===== src/rtl/ap_mult_pkg.sv =====
// Shared widths, response entry type and id-width helper for the
// approximate-multiplier scheduler.
package ap_mult_pkg;

  localparam int AW       = 12;
  localparam int PW       = 24;
  localparam int APX_COLS = 4;
  localparam int MAX_ID_W = 3;

  function automatic int id_w(input int nreq);
    return (nreq <= 2) ? 1 : $clog2(nreq);
  endfunction

  // The id field is sized for the largest legal NREQ; narrower configs use its low bits.
  typedef struct packed {
    logic [MAX_ID_W-1:0] id;
    logic [PW-1:0]       data;
  } rsp_t;

endpackage


===== src/rtl/ap_mult_sched_if.sv =====
// Requester and response channel bundle between the requesters/consumer
// and the shared multiplier scheduler.
interface ap_mult_sched_if import ap_mult_pkg::*; #(
  parameter int NREQ = 4
) ();

  localparam int ID_W = id_w(NREQ);

  logic [NREQ-1:0]    req_valid;
  logic [NREQ-1:0]    req_ready;
  logic [NREQ*AW-1:0] req_a;
  logic [NREQ*AW-1:0] req_b;
  logic               rsp_valid;
  logic               rsp_ready;
  logic [ID_W-1:0]    rsp_id;
  logic [PW-1:0]      rsp_data;
  logic               busy;

  modport master (
    output req_valid, req_a, req_b, rsp_ready,
    input  req_ready, rsp_valid, rsp_id, rsp_data, busy
  );

  modport slave (
    input  req_valid, req_a, req_b, rsp_ready,
    output req_ready, rsp_valid, rsp_id, rsp_data, busy
  );

endinterface


===== src/rtl/ap_mult_sched_core.sv =====
// Approximate signed 12x12 multiplier: Baugh-Wooley partial products feeding
// a compression stage that drops the lowest APX_COLS product columns.
module ppcom import ap_mult_pkg::*; (
  input  logic [AW*AW-1:0] pp_i,
  output logic [PW-1:0]    sum_o
);

  // Seeded with the Baugh-Wooley correction ones at columns AW and PW-1.
  always_comb begin
    sum_o = (PW'(1) << AW) | (PW'(1) << (PW - 1));
    for (int r = 0; r < AW; r++) begin
      for (int c = 0; c < AW; c++) begin
        if (r + c >= APX_COLS) begin
          sum_o = sum_o + (PW'(pp_i[r*AW + c]) << (r + c));
        end
      end
    end
  end

endmodule

module ap_mult_core import ap_mult_pkg::*; (
  input  logic [AW-1:0] a_i,
  input  logic [AW-1:0] b_i,
  output logic [PW-1:0] p_o
);

  logic [AW*AW-1:0] pp;

  // Terms pairing exactly one sign bit with a magnitude bit are inverted.
  always_comb begin
    pp = '0;
    for (int r = 0; r < AW; r++) begin
      for (int c = 0; c < AW; c++) begin
        if ((r == AW - 1) != (c == AW - 1)) begin
          pp[r*AW + c] = ~(a_i[c] & b_i[r]);
        end else begin
          pp[r*AW + c] = a_i[c] & b_i[r];
        end
      end
    end
  end

  ppcom uPpcom (
    .pp_i  (pp),
    .sum_o (p_o)
  );

endmodule


===== src/rtl/ap_mult_sched.sv =====
// Round-robin scheduler sharing one approximate multiplier among NREQ
// requesters, with credit-protected in-order response FIFO.
module ap_mult_sched import ap_mult_pkg::*; #(
  parameter int NREQ  = 4,
  parameter int LAT   = 2,
  parameter int DEPTH = 4
) (
  input logic            clk,
  input logic            rst_n,
  ap_mult_sched_if.slave bus
);

  localparam int ID_W = id_w(NREQ);
  localparam int CW   = $clog2(DEPTH + 1);
  localparam int PTRW = (DEPTH > 1) ? $clog2(DEPTH) : 1;

  logic [ID_W-1:0] ptr_q, ptr_d, grantIdx;
  logic            grantVld, accept, pop, headVld, busy_d, busy_q;
  logic [CW-1:0]   credits_q, credits_d;
  logic            s0Vld_q;
  logic [AW-1:0]   s0A_q, s0B_q;
  logic [ID_W-1:0] s0Id_q;
  logic [PW-1:0]   product;
  rsp_t            s0Ent, wrEnt, head;
  logic            wrVld;
  rsp_t            mem_q [DEPTH];
  logic [PTRW-1:0] wrPtr_q, rdPtr_q;
  logic [CW-1:0]   count_q;

  // First pass finds the lowest requester overall; the second overrides it with the lowest at or above ptr.
  always_comb begin
    grantVld = 1'b0;
    grantIdx = '0;
    for (int k = NREQ - 1; k >= 0; k--) begin
      if (bus.req_valid[k]) begin
        grantVld = 1'b1;
        grantIdx = ID_W'(k);
      end
    end
    for (int k = NREQ - 1; k >= 0; k--) begin
      if (bus.req_valid[k] && k >= int'(ptr_q)) begin
        grantIdx = ID_W'(k);
      end
    end
  end

  assign accept        = grantVld && (credits_q != '0);
  assign headVld       = (count_q != '0);
  assign pop           = headVld && bus.rsp_ready;
  assign bus.req_ready = accept ? (NREQ'(1) << grantIdx) : '0;

  always_comb begin
    ptr_d = ptr_q;
    if (accept) begin
      ptr_d = (int'(grantIdx) == NREQ - 1) ? '0 : grantIdx + ID_W'(1);
    end
  end

  always_comb begin
    credits_d = credits_q;
    if (accept && !pop) begin
      credits_d = credits_q - CW'(1);
    end else if (!accept && pop) begin
      credits_d = credits_q + CW'(1);
    end
  end

  // A credit is held from acceptance until the matching response is popped, so any non-full pool means work is pending.
  assign busy_d = (credits_d != CW'(DEPTH));

  always_ff @(posedge clk or negedge rst_n) begin
    if (!rst_n) begin
      ptr_q     <= '0;
      credits_q <= CW'(DEPTH);
      busy_q    <= 1'b0;
      s0Vld_q   <= 1'b0;
      s0A_q     <= '0;
      s0B_q     <= '0;
      s0Id_q    <= '0;
    end else begin
      ptr_q     <= ptr_d;
      credits_q <= credits_d;
      busy_q    <= busy_d;
      s0Vld_q   <= accept;
      if (accept) begin
        s0A_q  <= bus.req_a[grantIdx*AW +: AW];
        s0B_q  <= bus.req_b[grantIdx*AW +: AW];
        s0Id_q <= grantIdx;
      end
    end
  end

  ap_mult_core uCore (
    .a_i (s0A_q),
    .b_i (s0B_q),
    .p_o (product)
  );

  assign s0Ent = {MAX_ID_W'(s0Id_q), product};

  if (LAT == 1) begin : gDirect
    assign wrVld = s0Vld_q;
    assign wrEnt = s0Ent;
  end else begin : gPipe
    logic [LAT-2:0] pVld_q;
    rsp_t           pEnt_q [LAT-1];

    always_ff @(posedge clk or negedge rst_n) begin
      if (!rst_n) begin
        pVld_q <= '0;
      end else begin
        pVld_q[0] <= s0Vld_q;
        for (int k = 1; k < LAT - 1; k++) begin
          pVld_q[k] <= pVld_q[k-1];
        end
      end
    end

    always_ff @(posedge clk) begin
      pEnt_q[0] <= s0Ent;
      for (int k = 1; k < LAT - 1; k++) begin
        pEnt_q[k] <= pEnt_q[k-1];
      end
    end

    assign wrVld = pVld_q[LAT-2];
    assign wrEnt = pEnt_q[LAT-2];
  end

  always_ff @(posedge clk) begin
    if (wrVld) begin
      mem_q[wrPtr_q] <= wrEnt;
    end
  end

  always_ff @(posedge clk or negedge rst_n) begin
    if (!rst_n) begin
      wrPtr_q <= '0;
      rdPtr_q <= '0;
      count_q <= '0;
    end else begin
      if (wrVld) begin
        wrPtr_q <= (int'(wrPtr_q) == DEPTH - 1) ? '0 : wrPtr_q + PTRW'(1);
      end
      if (pop) begin
        rdPtr_q <= (int'(rdPtr_q) == DEPTH - 1) ? '0 : rdPtr_q + PTRW'(1);
      end
      if (wrVld && !pop) begin
        count_q <= count_q + CW'(1);
      end else if (!wrVld && pop) begin
        count_q <= count_q - CW'(1);
      end
    end
  end

  // Head is forced to zero when empty so stale storage never shows on the response channel.
  assign head          = mem_q[rdPtr_q];
  assign bus.rsp_valid = headVld;
  assign bus.rsp_id    = headVld ? head.id[ID_W-1:0] : '0;
  assign bus.rsp_data  = headVld ? head.data : '0;
  assign bus.busy      = busy_q;

  aCreditMax: assert property (@(posedge clk) disable iff (!rst_n)
    credits_q <= CW'(DEPTH));
  aCreditOverflow: assert property (@(posedge clk) disable iff (!rst_n)
    !(pop && !accept && credits_q == CW'(DEPTH)));
  aFifoOverflow: assert property (@(posedge clk) disable iff (!rst_n)
    !(wrVld && !pop && count_q == CW'(DEPTH)));
  aIdRange: assert property (@(posedge clk) disable iff (!rst_n)
    !headVld || (32'(head.id) < NREQ));

endmodule


===== src/flat_wrapper.sv =====
// flat-port wrapper written by rule: the top's interface ports become plain ports
module ap_mult_sched_flat import ap_mult_pkg::*;
#(
  parameter int NREQ  = 4,
  parameter int LAT   = 2,
  parameter int DEPTH = 4
)
  (clk, rst_n, bus_req_valid, bus_req_a, bus_req_b, bus_rsp_ready, bus_req_ready, bus_rsp_valid, bus_rsp_id, bus_rsp_data, bus_busy);
  ap_mult_sched_if #(.NREQ(NREQ)) bus_i ();
  input logic clk;
  input logic rst_n;
  input wire logic [$bits(bus_i.req_valid)-1:0] bus_req_valid;
  input wire logic [$bits(bus_i.req_a)-1:0] bus_req_a;
  input wire logic [$bits(bus_i.req_b)-1:0] bus_req_b;
  input wire logic [$bits(bus_i.rsp_ready)-1:0] bus_rsp_ready;
  output wire logic [$bits(bus_i.req_ready)-1:0] bus_req_ready;
  output wire logic [$bits(bus_i.rsp_valid)-1:0] bus_rsp_valid;
  output wire logic [$bits(bus_i.rsp_id)-1:0] bus_rsp_id;
  output wire logic [$bits(bus_i.rsp_data)-1:0] bus_rsp_data;
  output wire logic [$bits(bus_i.busy)-1:0] bus_busy;
  assign bus_i.req_valid = bus_req_valid;
  assign bus_i.req_a = bus_req_a;
  assign bus_i.req_b = bus_req_b;
  assign bus_i.rsp_ready = bus_rsp_ready;
  assign bus_req_ready = bus_i.req_ready;
  assign bus_rsp_valid = bus_i.rsp_valid;
  assign bus_rsp_id = bus_i.rsp_id;
  assign bus_rsp_data = bus_i.rsp_data;
  assign bus_busy = bus_i.busy;
  ap_mult_sched #(.NREQ(NREQ), .LAT(LAT), .DEPTH(DEPTH)) u_core (.clk(clk), .rst_n(rst_n), .bus(bus_i));
endmodule

===== config.mk =====
export PLATFORM = sky130hd
export DESIGN_NAME = ap_mult_sched_flat
export DESIGN_NICKNAME = d
export VERILOG_FILES = /design/src/rtl/ap_mult_pkg.sv /design/src/rtl/ap_mult_sched_if.sv /design/src/rtl/ap_mult_sched_core.sv /design/src/rtl/ap_mult_sched.sv /design/src/flat_wrapper.sv
export SDC_FILE = /design/constraint.sdc
export NUM_CORES = 1
export LEC_CHECK = 0
export ABC_AREA = 1
export CAP_MARGIN = 25
export CELL_PAD_IN_SITES_DETAIL_PLACEMENT = 0
export CELL_PAD_IN_SITES_GLOBAL_PLACEMENT = 1
export CORE_ASPECT_RATIO = 0.5
export CORE_MARGIN = 2
export CORE_UTILIZATION = 43
export DETAILED_ROUTE_END_ITERATION = 7
export PLACE_DENSITY = 0.86
export RECOVER_POWER = 50
export SYNTH_ARGS = -nofsm -noshare
export SYNTH_HDL_FRONTEND = slang
export SYNTH_SLANG_ARGS = --single-unit

===== constraint.sdc =====
create_clock -name clk -period 5.9 [get_ports clk]
set_input_delay 0.885 -clock clk [delete_from_list [all_inputs] [get_ports clk]]
set_output_delay 0.885 -clock clk [all_outputs]
set_load 0.01 [all_outputs]

==> results of run 1 <==
## layer usage
metal	up-vias	GRT usage, %	wire length (µm)
met5	-	0	0
met4	0	3.77	271
met3	21	3.81	1460
met2	207	31.6	11800
met1	3981	29.3	12900
li1	4221	-	-
## critical path, delay by kind of cell, from the launching register on
kind | cells | cell delay (ns)
and+or+nand+nor | 4 | 0.45
AOI/OAI and AO/OA | 2 | 0.35
xor gates and xnor gates | 1 | 0.14
adders and majority gates | 6 | 2.94
DFF | 1 | 0.74
buffers and inverters | 3 | 0.15
## stage by stage
step	utilization, %	instances	hold WS, ns	area [µm²]	worst slack (ns)
after detailed placement	49.9	1743	0.338	12700	1.04
after global placement	49.9	1743	0.334	12700	1.12
after global routing	52.5	1779	0.359	13300	0.658
after CTS	52.3	1775	0.350	13300	1.02
after floorplan	-	1328	0.331	11200	1.29
final	52.5	1779	0.350	13300	1.04
## kinds of logic (layout without fill, tap and decap cells)
kind of cell / after synthesis / in the layout / synth area share (%)
AOI/OAI and AO/OA: 104 / 104 / 4.99
xor gates and xnor gates: 14 / 14 / 1.09
adders and majority gates: 160 / 160 / 24.5
buffers and inverters: 329 / 436 / 11.5
DFF: 151 / 151 / 36.7
muxes: 1 / 1 / 0.101
other: 1 / 4 / 0.0335
and+or+nand+nor: 565 / 565 / 21.1
## state kept, by name, indices dropped and copies added, names as in the netlist
register / count
u_core.gPipe.pVld_q: 1
u_core.s0Id_q: 2
u_core.credits_q: 3
u_core.s0Vld_q: 1
u_core.rdPtr_q: 2
u_core.s0A_q: 12
u_core.s0B_q: 12
u_core.bus.busy: 1
u_core.gPipe.pEnt_q: 22
u_core.count_q: 3
u_core.wrPtr_q: 2
u_core.ptr_q: 2
u_core.mem_q: 88
## placed cells by master (no fill, tap or decap), types with 19 or more instances in the layout
cell type | Yosys | routed
nand2_1 | 316 | 316
inv_1 | 263 | 263
clkdlybuf4s50_1 | 0 | 129
nor2_1 | 116 | 116
nand3_1 | 101 | 101
fa_1 | 99 | 99
edfxtp_1 | 88 | 88
ha_1 | 61 | 61
o21ai_0 | 53 | 53
dfrtp_1 | 40 | 40
a21oi_1 | 38 | 38
dfxtp_1 | 22 | 22
clkbuf_16 | 0 | 19
## layout make-up
class                           instances  share of cell area (%)
Sequential cell                       151                    30.9
Multi-Input combinational cell        848                    43.6
Clock buffer                           20                    3.67
Tap cell                              344                    3.23
Inverter                              266                    7.50
Timing Repair Buffer                  138                    10.3
Clock inverter                         12                   0.798
## cells in the mapped netlist, drive strengths merged
cell	number	area share [%]
a21boi	2	0.13
a21o	1	0.067
a21oi	39	1.8
buf	24	1.3
clkbuf	39	1.3
conb	1	0.033
dfrtp	40	8.9
dfstp	1	0.23
dfxtp	22	3.9
edfxtp	88	24
fa	99	18
ha	61	6.8
inv	266	8.9
mux2	1	0.10
nand2	320	11
nand3	102	4.7
nand3b	1	0.067
nand4	1	0.056
nor2	118	4.1
nor3	1	0.045
o21a	1	0.067
o21ai	57	2.6
o21bai	4	0.37
or2	22	1.2
xnor2	4	0.31
xor2	10	0.78
## path summary, 6_finish.rpt
kind,startpoint,endpoint,slack (ns)
min in group asynchronous,rst_n,u_core.s0B_q[0],0.62
hold reg to reg,u_core.s0Vld_q,u_core.gPipe.pVld_q,0.35
max in group asynchronous,rst_n,u_core.s0A_q[5],3.52
hold / removal,u_core.s0Vld_q,u_core.gPipe.pVld_q,0.35
setup reg to reg,u_core.s0B_q[6],u_core.gPipe.pEnt_q[0][18],1.04
setup / recovery,u_core.s0B_q[6],u_core.gPipe.pEnt_q[0][18],1.04
==> impl_metrics.csv, run 1 <==
group,metric,value,unit
placed_design,numPortBuffers,130,
route,wl_per_cell,14.8,µm
final_layout,nNetsFinal,1685,
clocking,cts.path.max_buffers,2,
floorplan,start_util,44.1,%
job,cap_violations,0,
placed_design,dp_hpwl,19500,µm
route,wl,26400,µm
timing,setup_violations,0,
worst_setup_path,crit_type,"reg -> reg",
synthesis,synth.cell_area,0.0112,mm²
floorplan,die_w,232,µm
final_layout,n_fill_cell,2301,
worst_setup_path,cp.arrival,5.21,ns
worst_setup_path,setup.worst_path.start_class,"flip-flop",
final_layout,multiInputGateArea,0.00581,mm²
clocking,clk_latency,0.43,ns
clocking,cts.repair.resized,0,
route,postRouteAntennaNets,0,
synthesis,postSynthAreaPerCell,8.45,µm²
clocking,cts_sinks,151,
global_route,grt_pass1_vias,8636,
synthesis,synth.yosys.seq_area_share,36.7,%
route,drt_pass1_iterations,6,
route,vias,8430,
floorplan,die_y,118,µm
worst_setup_path,cp_cell_sequence,"nand2_1, fa_1, fa_1, inv_1, fa_1, fa_1, inv_1, fa_1, inv_1, ha_1, a21oi_1, nand2_1, nand2_1, nand2_1, a21oi_1, xnor2_1",
clocking,numCtsBuffers,17,
global_route,grt_pass1_wl,43900,µm
status,status,"complete, no violations",
final_layout,seq_area,0.00411,mm²
worst_setup_path,worstPathMaxFanout,13,
placed_design,gp_congestion,0.889,
global_route,antenna_found_initial,0,
timing,layout_min_cycle_time,4.86,ns
floorplan,coreArea,0.0254,mm²
route,drc_errors,0,
clocking,post-cts-setup-buffer-count,0,
floorplan,rows,41,
floorplan,dieArea,0.0274,mm²
timing,max_freq,206,MHz
route,vias_per_cell,4.74,
timing,hold_violations,0,
global_route,grt_usage,20.2,%
worst_setup_path,cp-end-kind,"flip-flop",
timing,rsz0062_at_grt,"no",
global_route,gr-total-overflow,0,
clocking,tritoncts,"built",
final_layout,drive_gt1_share,3.90,%
synthesis,ys_types,40,
clocking,clock_tree.root_cell,"clkbuf_16",
worst_setup_path,critical_path.max_stage_delay,0.74,ns
timing,maxSlewHeadroom,12.1,%
timing,worst_pin_slew,1.32,ns
global_route,grt_max_degree,75,
clocking,ctsHoldBuffers,0,
timing,fin_setup_tns,0,ns
final_layout,num_antenna_cells,0,
min_path,hp-class,"reg -> reg",
worst_setup_path,crit_slowest_cell,"dfrtp_1",
final_layout,area_growth_syn_to_layout,18.9,%
worst_setup_path,ff2ff_path_depth,16,
synthesis,netlist_instances,1325,
synthesis,synth-seq-cells,151,
min_path,min_delay_path_depth,0,
timing,fin_skew,0.0106,ns
worst_setup_path,cp.required,6.25,ns
timing,slew_viol_final,0,
synthesis,yosysWarnings,0,
clocking,htreeDepth,4,
timing,period_share,82.4,%
clocking,path_clk_slew,0.06,ns
worst_setup_path,crit_top_cell,"fa_1",
route,drtIter0Drc,602,
floorplan,ios,135,
Power of run 1 is not shown: default switching activity piles up to over one toggle a cycle in this logic, so the estimate is an artifact.
==> run 2: changes to the inputs <==
- clock period: 5.9 -> 4.77 ns (I/O delays scaled with it)
==> run 2 against run 1 <==
Against the previous run: global-route usage up 0.073 points; worst hold slack worse by 0.00097 ns; routed wire length grew 1.4%; setup slack got worse by 0.84 ns; flip-flop and latch count unchanged; clock skew rose by 0.0073 ns; register-to-register slack lost 0.84 ns; utilization rose by 1.8 points; die area is the same; largest cell class unchanged.
==> impl_metrics.csv, run 2 (synthesized netlist as in run 1, its figures left out) <==
group,metric,value,unit
status,status,"complete, no violations",
worst_setup_path,crit_top_cell,"fa_1",
timing,worst_pin_slew,1.36,ns
final_layout,nNetsFinal,1724,
final_layout,final_cell_area,0.0138,mm²
min_path,hp-class,"reg -> reg",
floorplan,rows,41,
placed_design,dp_hpwl,19800,µm
global_route,grt_pass1_wl,44200,µm
floorplan,die_y,118,µm
worst_setup_path,path_buf_inv,4,
timing,rsz0062_at_grt,"yes",
clocking,clk_latency,0.44,ns
timing,period_share,95.9,%
floorplan,ios,135,
route,drc_errors,0,
final_layout,final_common_cell,"nand2_1",
clocking,path_clk_slew,0.07,ns
final_layout,num_antenna_cells,0,
final_layout,final_cell_mix,"nand2_1 (315), inv_1 (263), clkdlybuf4s50_1 (129)",
timing,layout_setup_ws,0.198,ns
worst_setup_path,r2r_slack,0.20,ns
clocking,ctsHoldBuffers,0,
worst_setup_path,ff2ff_path_depth,16,
route,vias,8670,
floorplan,dieArea,0.0274,mm²
final_layout,top_regs,"u_core.mem_q x88, u_core.gPipe.pEnt_q x22",
worst_setup_path,crit_type,"reg -> reg",
worst_setup_path,reg2reg_to,"u_core.gPipe.pEnt_q[0][16]",
final_layout,largest_reg_flops,88,
timing,fin_hold_ws,0.349,ns
timing,layout_min_cycle_time,4.57,ns
clocking,cts.path.max_buffers,2,
worst_setup_path,setup.worst_path.start_class,"flip-flop",
placed_design,pre_cts_slack,0.0772,ns
global_route,grt_max_degree,64,
route,wl_per_cell,14.7,µm
worst_setup_path,worstReg2RegStart,"u_core.s0B_q[4]",
job,cap_violations,0,
clocking,clock_tree.root_cell,"clkbuf_16",
route,drtIter0Drc,506,
global_route,grt_usage,20.2,%
floorplan,coreArea,0.0254,mm²
route,vias_per_cell,4.77,
clocking,tritoncts,"built",
clocking,htreeDepth,4,
timing,setup_violations,0,
placed_design,numPortBuffers,130,
worst_setup_path,cp.arrival,4.88,ns
final_layout,area_growth_syn_to_layout,23.0,%
route,drt_pass1_iterations,5,
timing,max_freq,219,MHz
final_layout,drive_gt1_share,8.28,%
final_layout,largest_register,"u_core.mem_q",
timing,maxSlewHeadroom,9.24,%
global_route,antenna_found_initial,0,
global_route,grt_pass1_vias,8575,
timing,hold_violations,0,
route,wl,26800,µm
placed_design,dpl_cell_area,0.0128,mm²
worst_setup_path,crit_slowest_cell,"fa_1",
final_layout,final_util,54.3,%
timing,slew_viol_final,0,
min_path,holdPathEnd,"u_core.gPipe.pVld_q",
worst_setup_path,cp-end-kind,"flip-flop",
clocking,cts_sinks,151,
worst_setup_path,cpLargestDelayFamily,"adder cells",
min_path,holdCritStartpoint,"u_core.s0Vld_q",
worst_setup_path,worstPathMaxFanout,11,
clocking,numCtsBuffers,17,
worst_setup_path,cp_cell_sequence,"buf_6, nand2_1, inv_1, fa_1, fa_1, fa_1, fa_1, inv_1, fa_1, inv_1, ha_1, a21oi_1, nor2_1, nor2_1, nand2_1, xor2_2",
floorplan,die_w,232,µm
timing,fin_skew,0.0178,ns
global_route,gr-total-overflow,0,
min_path,min_delay_path_depth,0,
worst_setup_path,critical_path.max_stage_delay,0.54,ns
route,postRouteAntennaNets,0,
placed_design,gp_congestion,0.919,
worst_setup_path,cp.required,5.08,ns
floorplan,start_util,44.1,%
==> run 2: changes by cell type in the layout (fill, tap and decap cells not counted), moves of 3 or more <==
cell       delta
bufinv_16     +5
buf_4        +37
ha_1          -3
dfrtp_2      +17
clkinv_2      -3
dfrtp_1      -17
==> run 2: per-stage QoR <==
stage	instances	setup TNS, ns
finish	1818	0
detailed placement	1765	0
global placement	1765	0
CTS	1797	0
floorplan	1328	0
global route	1818	-0.0612
==> run 2: cell type report <==
| type | count | area (µm²) |
|---|---|---|
| clock buffers | 17 | 425 |
| clock inverters | 15 | 255 |
| fillers | 2280 | 11600 |
| inverters | 266 | 998 |
| multi-input cells | 848 | 5870 |
| flip-flops and latches | 151 | 4130 |
| well taps | 344 | 430 |
| repair buffers | 177 | 1680 |
==> run 2: timing repair <==
item / in CTS / in global routing
endpoints found under the setup margin: 0 / 11
resized for setup: 0 / 30
setup buffers: 0 / 17
==> run 2: worst max-delay path by stage <==
stage	slack (ns)	to	start	depth (start not counted)
finish	0.20	u_core.gPipe.pEnt_q[0][16]	u_core.s0B_q[4]	16
global placement	0.10	u_core.gPipe.pEnt_q[0][23]	u_core.s0A_q[7]	20
floorplan	0.16	u_core.gPipe.pEnt_q[0][21]	u_core.s0A_q[11]	20
global route	-0.02	u_core.gPipe.pEnt_q[0][22]	u_core.s0A_q[4]	18
CTS	0.05	u_core.gPipe.pEnt_q[0][23]	u_core.s0A_q[5]	18
detailed placement	0.08	u_core.gPipe.pEnt_q[0][23]	u_core.s0A_q[5]	18
==> run 2: per-layer routing <==
metal  part of all wire (%)  wire length, µm  GRT usage, %  up-vias
met4                   0.91              244          3.93        0
met2                     45            12000          31.8      261
met1                     48            12800          29.5     4095
met5                      0                0             0        -
met3                    6.3             1690          3.52       21
li1                       -                -             -     4293
==> run 2: worst reg2reg max path, cell delays in order (launching register included) <==
cell and delay, ns:
dfrtp_1 0.42, buf_6 0.17, nand2_1 0.07, inv_1 0.05
fa_1 0.47, fa_1 0.52, fa_1 0.53, fa_1 0.54
inv_1 0.05, fa_1 0.52, inv_1 0.04, ha_1 0.35
a21oi_1 0.21, nor2_1 0.06, nor2_1 0.16, nand2_1 0.13
xor2_2 0.18
Power of run 2 is left out for the same reason.
